[src/rtl/axi_id_remap.sv]
// AXI ID remapper: folds wide upstream IDs onto a small table of
// downstream IDs, tracking outstanding transactions per entry.
module axi_id_remap #(
  parameter int IN_ID_WIDTH  = 6,
  parameter int OUT_ID_WIDTH = 2,
  parameter int CNT_WIDTH    = 3,
  parameter int REQ_WIDTH    = 64,
  parameter int RSP_WIDTH    = 66
) (
  input  logic                    clk,
  input  logic                    rstn,
  input  logic                    up_req_valid,
  output logic                    up_req_ready,
  input  logic [IN_ID_WIDTH-1:0]  up_req_id,
  input  logic [REQ_WIDTH-1:0]    up_req_data,
  output logic                    dn_req_valid,
  input  logic                    dn_req_ready,
  output logic [OUT_ID_WIDTH-1:0] dn_req_id,
  output logic [REQ_WIDTH-1:0]    dn_req_data,
  input  logic                    dn_rsp_valid,
  output logic                    dn_rsp_ready,
  input  logic [OUT_ID_WIDTH-1:0] dn_rsp_id,
  input  logic                    dn_rsp_last,
  input  logic [RSP_WIDTH-1:0]    dn_rsp_data,
  output logic                    up_rsp_valid,
  input  logic                    up_rsp_ready,
  output logic [IN_ID_WIDTH-1:0]  up_rsp_id,
  output logic                    up_rsp_last,
  output logic [RSP_WIDTH-1:0]    up_rsp_data,
  output logic                    bad_rsp
);

  localparam int N = 2 ** OUT_ID_WIDTH;
  localparam logic [CNT_WIDTH-1:0] CMAX = '1;

  logic [CNT_WIDTH-1:0]    cnt_q [N];
  logic [IN_ID_WIDTH-1:0]  sid_q [N];
  logic                    bad_q;

  logic                    hit;
  logic                    free;
  logic [OUT_ID_WIDTH-1:0] hit_idx;
  logic [OUT_ID_WIDTH-1:0] free_idx;
  logic [OUT_ID_WIDTH-1:0] sel;
  logic                    accept_ok;
  logic                    req_hs;
  logic                    rsp_hs;

  // Search the table: matching active entry, else lowest idle entry.
  // Scanning downward leaves the lowest index as the final winner.
  always_comb begin
    hit      = 1'b0;
    free     = 1'b0;
    hit_idx  = '0;
    free_idx = '0;
    for (int i = N - 1; i >= 0; i--) begin
      if (cnt_q[i] != '0 && sid_q[i] == up_req_id) begin
        hit     = 1'b1;
        hit_idx = OUT_ID_WIDTH'(i);
      end
      if (cnt_q[i] == '0) begin
        free     = 1'b1;
        free_idx = OUT_ID_WIDTH'(i);
      end
    end
  end

  // Admission depends only on table state, never on dn_req_ready.
  always_comb begin
    sel       = hit ? hit_idx : free_idx;
    accept_ok = rstn & (hit ? (cnt_q[hit_idx] != CMAX) : free);
  end

  assign dn_req_valid = up_req_valid & accept_ok;
  assign up_req_ready = dn_req_ready & accept_ok;
  assign dn_req_id    = sel;
  assign dn_req_data  = up_req_data;

  assign up_rsp_valid = dn_rsp_valid;
  assign dn_rsp_ready = up_rsp_ready;
  assign up_rsp_id    = sid_q[dn_rsp_id];
  assign up_rsp_last  = dn_rsp_last;
  assign up_rsp_data  = dn_rsp_data;
  assign bad_rsp      = bad_q;

  assign req_hs = up_req_valid & dn_req_ready & accept_ok;
  assign rsp_hs = dn_rsp_valid & up_rsp_ready;

  // Table update: allocate/increment on request, retire on last beat.
  always_ff @(posedge clk) begin
    if (!rstn) begin
      for (int i = 0; i < N; i++) begin
        cnt_q[i] <= '0;
        sid_q[i] <= '0;
      end
      bad_q <= 1'b0;
    end else begin
      for (int i = 0; i < N; i++) begin
        logic inc;
        logic dec;
        inc = req_hs && sel == OUT_ID_WIDTH'(i);
        dec = rsp_hs && dn_rsp_last &&
              dn_rsp_id == OUT_ID_WIDTH'(i) &&
              cnt_q[i] != '0;
        if (inc && !dec)
          cnt_q[i] <= cnt_q[i] + CNT_WIDTH'(1);
        else if (dec && !inc)
          cnt_q[i] <= cnt_q[i] - CNT_WIDTH'(1);
        if (inc && !hit)
          sid_q[i] <= up_req_id;
      end
      if (rsp_hs && cnt_q[dn_rsp_id] == '0)
        bad_q <= 1'b1;
    end
  end

endmodule

[config.mk]
export PLATFORM = sky130hd
export DESIGN_NAME = axi_id_remap
export DESIGN_NICKNAME = d
export VERILOG_FILES = /design/src/rtl/axi_id_remap.sv
export SDC_FILE = /design/constraint.sdc
export NUM_CORES = 1
export LEC_CHECK = 0
export ABC_AREA = 1
export BUFFER_PORTS_ARGS = -buffer_cell sky130_fd_sc_hd__buf_4
export CAP_MARGIN = 20
export CORE_AREA = 2 2 112 114
export DETAILED_ROUTE_END_ITERATION = 8
export DIE_AREA = 0 0 114 116
export GPL_TIMING_DRIVEN = 0
export PLACE_DENSITY = 0.69
export SLEW_MARGIN = 15
export SYNTH_ARGS = -nofsm -noshare
export SYNTH_HDL_FRONTEND = slang
export SYNTH_SLANG_ARGS = --single-unit
[constraint.sdc]
create_clock -name clk -period 2.65 [get_ports clk]
set_input_delay 0 -clock clk [delete_from_list [all_inputs] [get_ports clk]]
set_output_delay 0 -clock clk [all_outputs]
set_load 0.02 [all_outputs]
# Word-level counts from Yosys, hierarchy flattened
# Memory sizes are Yosys's and may differ from the RTL's.
# Cells that the tools add are included.
word_totals:
  latchBits: 0
  inputBits: 145
  out_inout_bits: 144
  ff_bits: 1
  ramBits: 36
  romBits: 0
  mem_count: 2
mem_list:
  columns: ["name", "depth", "width", "rd", "rd_ports_with_merged_regs", "wr", "line", "source"]
  rows:
  - ["sid_q", 4, 6, 5, 0, 4, "37", "logic [IN_ID_WIDTH-1:0] sid_q [N];"]
  - ["cnt_q", 4, 3, 6, 0, 4, "36", "logic [CNT_WIDTH-1:0] cnt_q [N];"]
classes:
  n_div: 0
  eq_ne: 11
  addsub: 8
  multipliers: 0
  order_cmp: 0
  reduce_logical: 50
  shift: 0
  bitwise_logic: 18
  muxes: 71
op_table:
  columns: ["cell", "n"]
  rows:
  - ["1-bit two-way mux", 50]
  - ["1-bit logical AND", 30]
  - ["6-bit equality test", 4]
  - ["3-bit two-way mux", 8]
  - ["6-bit two-way mux", 4]
  - ["2-bit two-way mux", 9]
  - ["3-bit zero test", 5]
  - ["3-bit by 1-bit adder with 3-bit output, second input constant", 4]
  - ["1-bit bitwise OR", 12]
  - ["3-bit nonzero test", 4]
  - ["3-bit by 1-bit subtractor with 3-bit output, second input constant", 4]
  - ["1-bit zero test", 9]
  - ["2-bit equality test, second input constant", 4]
  - ["1-bit AND", 6]
  - ["2-bit by 1-bit equality test with 1-bit output, second input constant", 2]
  - ["2-bit zero test", 2]
  - ["3-bit != test, second input constant", 1]

# Logic depth before layout (Yosys ltp)
# Gate-level depths: netlist of run 1.
# An unclocked memory read counts as a cell.
depth:
  word_depth: 19
  mapped_depth: 21

# Least setup slack after synthesis of run 1
# No wires, ideal clock.
synth_timing:
  path_type: "reg-to-reg"
  startpoint: "mem cnt_q[3][0]"
  endpoint: "mem cnt_q[1][2] (data pin)"
  required_ns: 2.395
  path_buffers: 0
  synth_period_minus_slack_ns: 2.784
  arrival_ns: 2.530
  slack_ns: -0.134
  stages_incl_launch_ff: 20
  cell_sequence: "edfxtp_1 > inv_1 > ha_1 > nand2_1 > nand2_1 > nor2_2 > nand2_1 > o21ai_2 > inv_2 > nor2_1 > nand3_1 > nand2_2 > nand2_4 > nand4_2 > nand2_1 > fa_1 > xor2_1 > inv_1 > a21oi_1 > nor2_1"
synth_rtl:
  columns: ["element", "line"]
  rows:
  - ["start, declared", "36"]

==> impl_metrics.yaml, run 1 <==
power:
  cellLeakagePower_nw: 2.917
  power_density_nw_per_um2: 390.1
  power.total_mw: 2.283
  power.ir.vdd_worst_mv: 0.3329
detailed_routing:
  ant_nets: 0
  detail_route.wirelength_um: 14120
  vias: 3725
  remaining_drc_errors: 0
  drt-pass1-iter-count: 5
  drt-wirelength-per-cell_um: 17.47
  drt-initial-drc-count: 265
  vias_per_cell: 4.610
logic_synthesis:
  synth-seq-area-share_pct: 30.24
  netlist_area_um2: 3641
  synth_flop_cell: "sky130_fd_sc_hd__edfxtp_1"
  synth.yosys.warnings: 0
  synthArstFlopShare_pct: 0
  synth_nets: 598
  synth_enable_flop_cells: 36
  yosysUniqueCellTypes: 35
  postSynthCellCount: 447
  synth.ff_latch_count: 37
  syn-mean-instance-area_um2: 8.145
timing:
  clock.fmax_mhz: 367.4
  fin_crit_ns: 2.722
  final-setup-viol-count: 10
  setup_skew_ns: 0.003477
  worst_slew_margin_rel_pct: 34.94
  hold_ws_ns: 0.1061
  period_share_pct: 102.7
  slew_violations: 0
  grt_setup_unrepaired: "true"
  setup_slack_ns: -0.07182
  tightest_slew_ns: 0.9759
  timing.final.hold_violations: 0
cells_and_area:
  post_route_cells_drive_above_1_share_pct: 65.81
  antennaDiodeCount: 0
  num-nets-final: 812
  non_filler_instance_count_after_layout: 808
  areaGrowthSynthToFinish_pct: 60.72
  n_fill_cell: 1115
  design_area_um2: 5852
die:
  boundaryPins: 289
  die_h_um: 116
  total_die_area_um2: 13220
  start_util_pct: 30.57
  core_um2: 11910
  row_count: 40
  fp.dieW_um: 114
global_route:
  globalRoute.totalOverflow: 0
  track_usage_pct: 18.76
  grt_max_degree: 12
  antenna_violations_before_repair: 0
  first_global_vias: 3566
  grt_first_pass_wirelength_um: 18890
setup_path:
  max_stage_delay_ns: 0.41
  timing.critical_path.max_delay_family: "simple AND/OR/NAND/NOR gates"
  cp.arrival_ns: 2.75
  worst_reg2reg_path_length_in_cells: 20
  cp.depth: 20
  required_time_worst_endpoint_ns: 2.68
  crit_path_start_kind: "flip-flop"
  crit_path_end: "cnt_q[2][2]"
  worst-setup-path-type: "flip-flop to flip-flop"
  endpoint_kind: "flip-flop"
  crit-reg2reg-launch: "cnt_q[3][0]"
  crit_path_start: "cnt_q[3][0]"
  cp_slowest_cell: "sky130_fd_sc_hd__edfxtp_1"
  path_cells: "inv_2 > ha_4 > nand2_4 > nand2_2 > nor2_2 > nand2_2 > nor2_2 > nand2_2 > nand2_4 > buf_4 > nand3_1 > nand3_2 > nand2_2 > nand2_4 > nand4_4 > nand2_4 > fa_2 > xnor2_2 > nand3b_1 > nand2_1"
  worst-path-max-fanout: 5
  worst-path-buf-inv: 2
  ff2ff_setup_slack_ns: -0.07
  r2r_path_end: "cnt_q[2][2]"
clock_tree:
  worst_setup_hold_path_clk_slew_ns: 0.05
  cts_max_level: 2
  ctsHoldBuffers: 0
  cts_buffer_depth: 2
  worstSkewPairLatency_ns: 0.28
  num_cts_buffers: 5
  cts_tree: "yes"
  clock_sinks: 37
  cts-root-buf: "sky130_fd_sc_hd__clkbuf_16"
placed_design:
  placement.setup.worst_slack_ns: -0.4534
  place_congestion: 0.8678
  post-dp-hpwl_um: 11190
  place.detailed.instances: 749
  port-buffer-count: 155
  placed_area_um2: 5049
flow_run:
  maxCapViolations: 0
outcome:
  run_status: "complete, but fails checks"
  violations_in_the_final_reports: "setup timing"
hold_path:
  hold_path.class: "primary input to flip-flop"
Yosys cell counts (3+ instances only):
master,n,share of area (%)
sky130_fd_sc_hd__clkbuf_1,3,0.31
sky130_fd_sc_hd__nand3_2,4,1.1
sky130_fd_sc_hd__fa_1,3,1.6
sky130_fd_sc_hd__nor2_2,10,1.7
sky130_fd_sc_hd__nand3_1,18,2.5
sky130_fd_sc_hd__nand2_4,3,0.93
sky130_fd_sc_hd__nand4_1,3,0.52
sky130_fd_sc_hd__nor2_1,35,3.6
sky130_fd_sc_hd__nand4_2,3,1.0
sky130_fd_sc_hd__buf_4,133,27
sky130_fd_sc_hd__o21ai_0,3,0.41
sky130_fd_sc_hd__edfxtp_1,36,30
sky130_fd_sc_hd__inv_1,38,3.9
sky130_fd_sc_hd__a22oi_1,7,1.4
sky130_fd_sc_hd__xor2_1,17,4.1
sky130_fd_sc_hd__ha_1,3,1.0
sky130_fd_sc_hd__xnor2_1,4,0.96
sky130_fd_sc_hd__o221ai_1,3,0.72
sky130_fd_sc_hd__a21oi_1,12,1.6
sky130_fd_sc_hd__nor3_1,22,3.0
sky130_fd_sc_hd__nand2_2,6,1.0
sky130_fd_sc_hd__o21ai_2,3,0.72
sky130_fd_sc_hd__inv_2,6,0.62
sky130_fd_sc_hd__nand2_1,57,5.9
kinds of logic (layout without fill, tap and decap cells):
logic type	count (synthesis)	count (layout)	synth area share (%)
compound gates	32	32	5.842
xor+xnor	21	21	5.051
flops	37	37	30.24
fa+ha+maj	6	6	2.681
buf+inv	185	399	33.30
simple gates	166	166	22.89
tightest hold or removal path, cell delays in order:
cell and delay, ns:
sky130_fd_sc_hd__buf_4 0.12, sky130_fd_sc_hd__nand4_1 0.10, sky130_fd_sc_hd__nand2_1 0.06
per-stage QoR:
step,utilization [%],TNS [ns]
floorplan,-,0
global route,49.13,-6.302
global placement,42.38,-6.718
CTS,46.46,-0.1517
detailed placement,42.38,-8.682
finish,49.13,-0.4156
flip-flops by register name, summed over array words and instances (netlist names):
name     count
sid_q       24
cnt_q       12
bad_rsp      1
routing by layer:
layer | vias up | wire length, um | global-route usage, %
met3 | 26 | 1196 | 4.079
met1 | 1778 | 5410 | 23.80
li1 | 1734 | - | -
met2 | 187 | 7246 | 32.82
met5 | - | 0 | 0
met4 | 0 | 262 | 4.228
area by class of cell:
type | instances | area (um2) | area share [%]
multi-input combinational | 225 | 1609 | 27.50
timing repair buffer | 207 | 1582 | 27.03
sequential | 37 | 1101 | 18.82
buffer | 140 | 1042 | 17.81
tap | 147 | 183.9 | 3.143
inverter | 45 | 173.9 | 2.972
clock buffer | 5 | 125.1 | 2.138
clock inverter | 2 | 35.03 | 0.5987
timing repair:
action / 4_1_cts / 5_1_grt
setup endpoints to repair: 30 / 51
gates resized for setup: 22 / 36
pin swaps: 11 / 9
buffers inserted: 33 / 19
cell usage in the layout (no fill, tap or decap), drive strengths merged:
master	count
buf	344
nand2	66
nor2	47
inv	44
edfxtp	36
nand3	22
nor3	22
xor2	17
a21oi	13
clkbuf	8
a22oi	7
nand4	7
o21ai	6
xnor2	4
o221ai	3
fa	3
ha	3
o211ai	2
clkinv	2
or2	1
o2111ai	1
nand3b	1
dfxtp	1
bufinv	1
power breakdown:
part	internal, mW	total (mW)	switching (mW)
Combinational	0.427	0.916	0.489
Clock	0.437	0.659	0.223
Sequential	0.681	0.708	0.0268
worst min-delay path by stage:
stage,start,end,depth (start not counted)
2_1_floorplan,up_req_data[0],dn_req_data[0],1
3_3_place_gp,dn_rsp_data[3],up_rsp_data[3],2
3_5_place_dp,up_req_data[14],dn_req_data[14],2
4_1_cts,up_req_id[1],sid_q[3][1],3
5_1_grt,up_req_id[1],sid_q[3][1],3
6_report,rstn,cnt_q[3][2],3
(Power assumes the default switching activity.)
==> run 2: changes to the inputs <==
Settings changed: PLACE_DENSITY 0.69 to 0.67.
==> run 2 against run 1 <==
Against the previous run: the run still ends with setup timing left; global-route usage is 0.16 points lower; register-to-register slack worse by 0.14 ns; count of clock-buffer cells in the layout rose by 1; sequential cell count did not move; clock skew increased by 0.0047 ns; critical endpoint is now cnt_q[0][2]; highest routed layer unchanged.
==> impl_metrics.yaml, run 2 (synthesis gave the netlist of run 1 again) <==
clock_tree:
  cts-root-buf: "sky130_fd_sc_hd__clkbuf_16"
  cts_max_level: 2
  num_cts_buffers: 5
  clock_sinks: 37
  worst_setup_hold_path_clk_slew_ns: 0.06
  cts_tree: "yes"
  worstSkewPairLatency_ns: 0.29
  cts_buffer_depth: 2
power:
  power_density_nw_per_um2: 385.7
  power.ir.vdd_worst_mv: 0.2300
  cellLeakagePower_nw: 2.831
placed_design:
  place.detailed.instances: 749
  post-dp-hpwl_um: 11270
  place_congestion: 0.8903
  placed_area_um2: 5049
  port-buffer-count: 155
global_route:
  globalRoute.totalOverflow: 0
  grt_first_pass_wirelength_um: 18750
  first_global_vias: 3511
  track_usage_pct: 18.60
  grt_max_degree: 13
  antenna_violations_before_repair: 1
die:
  die_h_um: 116
  row_count: 40
  boundaryPins: 289
  core_um2: 11910
  start_util_pct: 30.57
  total_die_area_um2: 13220
  fp.dieW_um: 114
detailed_routing:
  vias_per_cell: 4.454
  drt-initial-drc-count: 207
  vias: 3559
  drt-pass1-iter-count: 5
  detail_route.wirelength_um: 13720
  ant_nets: 0
  drt-wirelength-per-cell_um: 17.17
  remaining_drc_errors: 0
cells_and_area:
  layout.cells.most_common: "sky130_fd_sc_hd__buf_4"
  num-nets-final: 801
  n_fill_cell: 1140
  total_area_of_multi_input_combinational_cells_um2: 1574
  number_of_flip_flops_in_the_largest_register: 24
  non_filler_instance_count_after_layout: 799
  areaGrowthSynthToFinish_pct: 56.46
  final-seq-area_um2: 1101
  register_name_with_the_most_flops: "sid_q"
  mostFrequentLayoutCells: "sky130_fd_sc_hd__buf_4 (328), sky130_fd_sc_hd__nand2_1 (49), sky130_fd_sc_hd__edfxtp_1 (36), sky130_fd_sc_hd__inv_1 (34), sky130_fd_sc_hd__nor2_1 (30)"
  post_route_cells_drive_above_1_share_pct: 63.44
  design_area_um2: 5697
setup_path:
  ff2ff_setup_slack_ns: -0.21
  required_time_worst_endpoint_ns: 2.69
  crit-reg2reg-launch: "cnt_q[3][0]"
  worst_reg2reg_path_length_in_cells: 21
  r2r_path_end: "cnt_q[0][2]"
  endpoint_kind: "flip-flop"
  cp.arrival_ns: 2.90
  crit_path_start_kind: "flip-flop"
  worst-path-max-fanout: 4
  worst-setup-path-type: "flip-flop to flip-flop"
timing:
  slew_violations: 0
  setup_slack_ns: -0.2101
  worst_slew_margin_rel_pct: 39.62
  setup_skew_ns: 0.008146
  tightest_slew_ns: 0.9056
  final-setup-viol-count: 16
  timing.final.hold_violations: 0
  grt_setup_unrepaired: "true"
  clock.fmax_mhz: 349.6
  hold_ws_ns: 0.08532
  fin_crit_ns: 2.860
  period_share_pct: 107.9
hold_path:
  hold_path.class: "primary input to flip-flop"
  timing.hold.worst_path_depth: 3
  holdPathEnd: "sid_q[3][1]"
  worst_hold_startpoint: "up_req_id[1]"
outcome:
  run_status: "complete, but fails checks"
  violations_in_the_final_reports: "setup timing"
flow_run:
  maxCapViolations: 0
[run 2: cell types whose count changed in the layout (fill, tap and decap cells not counted), sizes merged]
cell      before  now
buf          344  333
bufinv         1    0
clkbuf         8    9
clkinv         2    1
clkinvlp       0    2
diode          0    1
[run 2: layout make-up]
type | instances | share of cell area, %
clock buffers | 6 | 2.262
multi-input cells | 225 | 27.63
well taps | 147 | 3.229
inverters | 45 | 3.053
plain buffers | 140 | 18.30
flip-flops and latches | 37 | 19.33
diodes | 1 | 0.04393
repair buffers | 196 | 25.89
clock inverters | 2 | 0.2636
[run 2: power by group]
part | internal (mW) | switching (mW) | leakage (nW)
Sequential | 0.681 | 0.0290 | 0.380
Combinational | 0.421 | 0.473 | 2.39
Clock | 0.349 | 0.244 | 0.0631
[run 2: metal layers]
layer,part of all wire [%],vias to the layer above,global-route usage (%)
met5,0,-,0
met1,40,1651,23.68
li1,-,1713,-
met4,2.4,0,5.691
met2,51,171,32.30
met3,6.5,24,3.243
[run 2: stage by stage]
step | worst slack [ns] | power (mW) | setup TNS [ns] | utilization [%]
5_1_grt | -0.3423 | 2.285 | -5.067 | 47.80
3_3_place_gp | -0.3306 | 1.512 | -5.876 | 42.38
4_1_cts | -0.1092 | 2.153 | -0.2568 | 45.92
6_report | -0.2101 | 2.197 | -1.236 | 47.83
3_5_place_dp | -0.3883 | 1.522 | -7.853 | 42.38
2_1_floorplan | 0.00007594 | 1.236 | 0 | -
[run 2: worst max-delay path by stage]
stage | cells past startpoint | to | slack [ns] | start
after detailed placement | 13 | sid_q[0][4] | -0.39 | cnt_q[3][0]
final | 21 | cnt_q[0][2] | -0.21 | cnt_q[3][0]
after global routing | 21 | cnt_q[1][2] | -0.34 | cnt_q[3][0]
after floorplan | 18 | cnt_q[0][2] | 0.00008 | cnt_q[3][0]
after global placement | 13 | sid_q[2][4] | -0.33 | cnt_q[3][0]
after CTS | 21 | cnt_q[1][2] | -0.11 | cnt_q[3][0]
[run 2: critical path: stages (launching register included)]
cell and delay, ns:
sky130_fd_sc_hd__edfxtp_1 0.40, sky130_fd_sc_hd__inv_2 0.07, sky130_fd_sc_hd__ha_4 0.16, sky130_fd_sc_hd__nand2_4 0.05, sky130_fd_sc_hd__nand2_2 0.04, sky130_fd_sc_hd__nor2_2 0.11, sky130_fd_sc_hd__nand2_2 0.08, sky130_fd_sc_hd__nor2_2 0.10
sky130_fd_sc_hd__nand2_1 0.08, sky130_fd_sc_hd__nand2_2 0.10, sky130_fd_sc_hd__nand2_4 0.07, sky130_fd_sc_hd__buf_4 0.13, sky130_fd_sc_hd__buf_4 0.13, sky130_fd_sc_hd__nand2_4 0.07, sky130_fd_sc_hd__nor2_2 0.06, sky130_fd_sc_hd__nand4_4 0.10
sky130_fd_sc_hd__nand2_4 0.07, sky130_fd_sc_hd__fa_2 0.38, sky130_fd_sc_hd__xor2_2 0.18, sky130_fd_sc_hd__inv_1 0.07, sky130_fd_sc_hd__a21oi_2 0.10, sky130_fd_sc_hd__nor2_1 0.06
[run 2: repair_timing]
item | 4_1_cts | 5_1_grt
gates cloned | 0 | 0
hold buffers | 0 | 0
buffers inserted | 26 | 18
gates resized for setup | 21 | 23
pin swaps | 15 | 30
setup endpoints to repair | 30 | 44
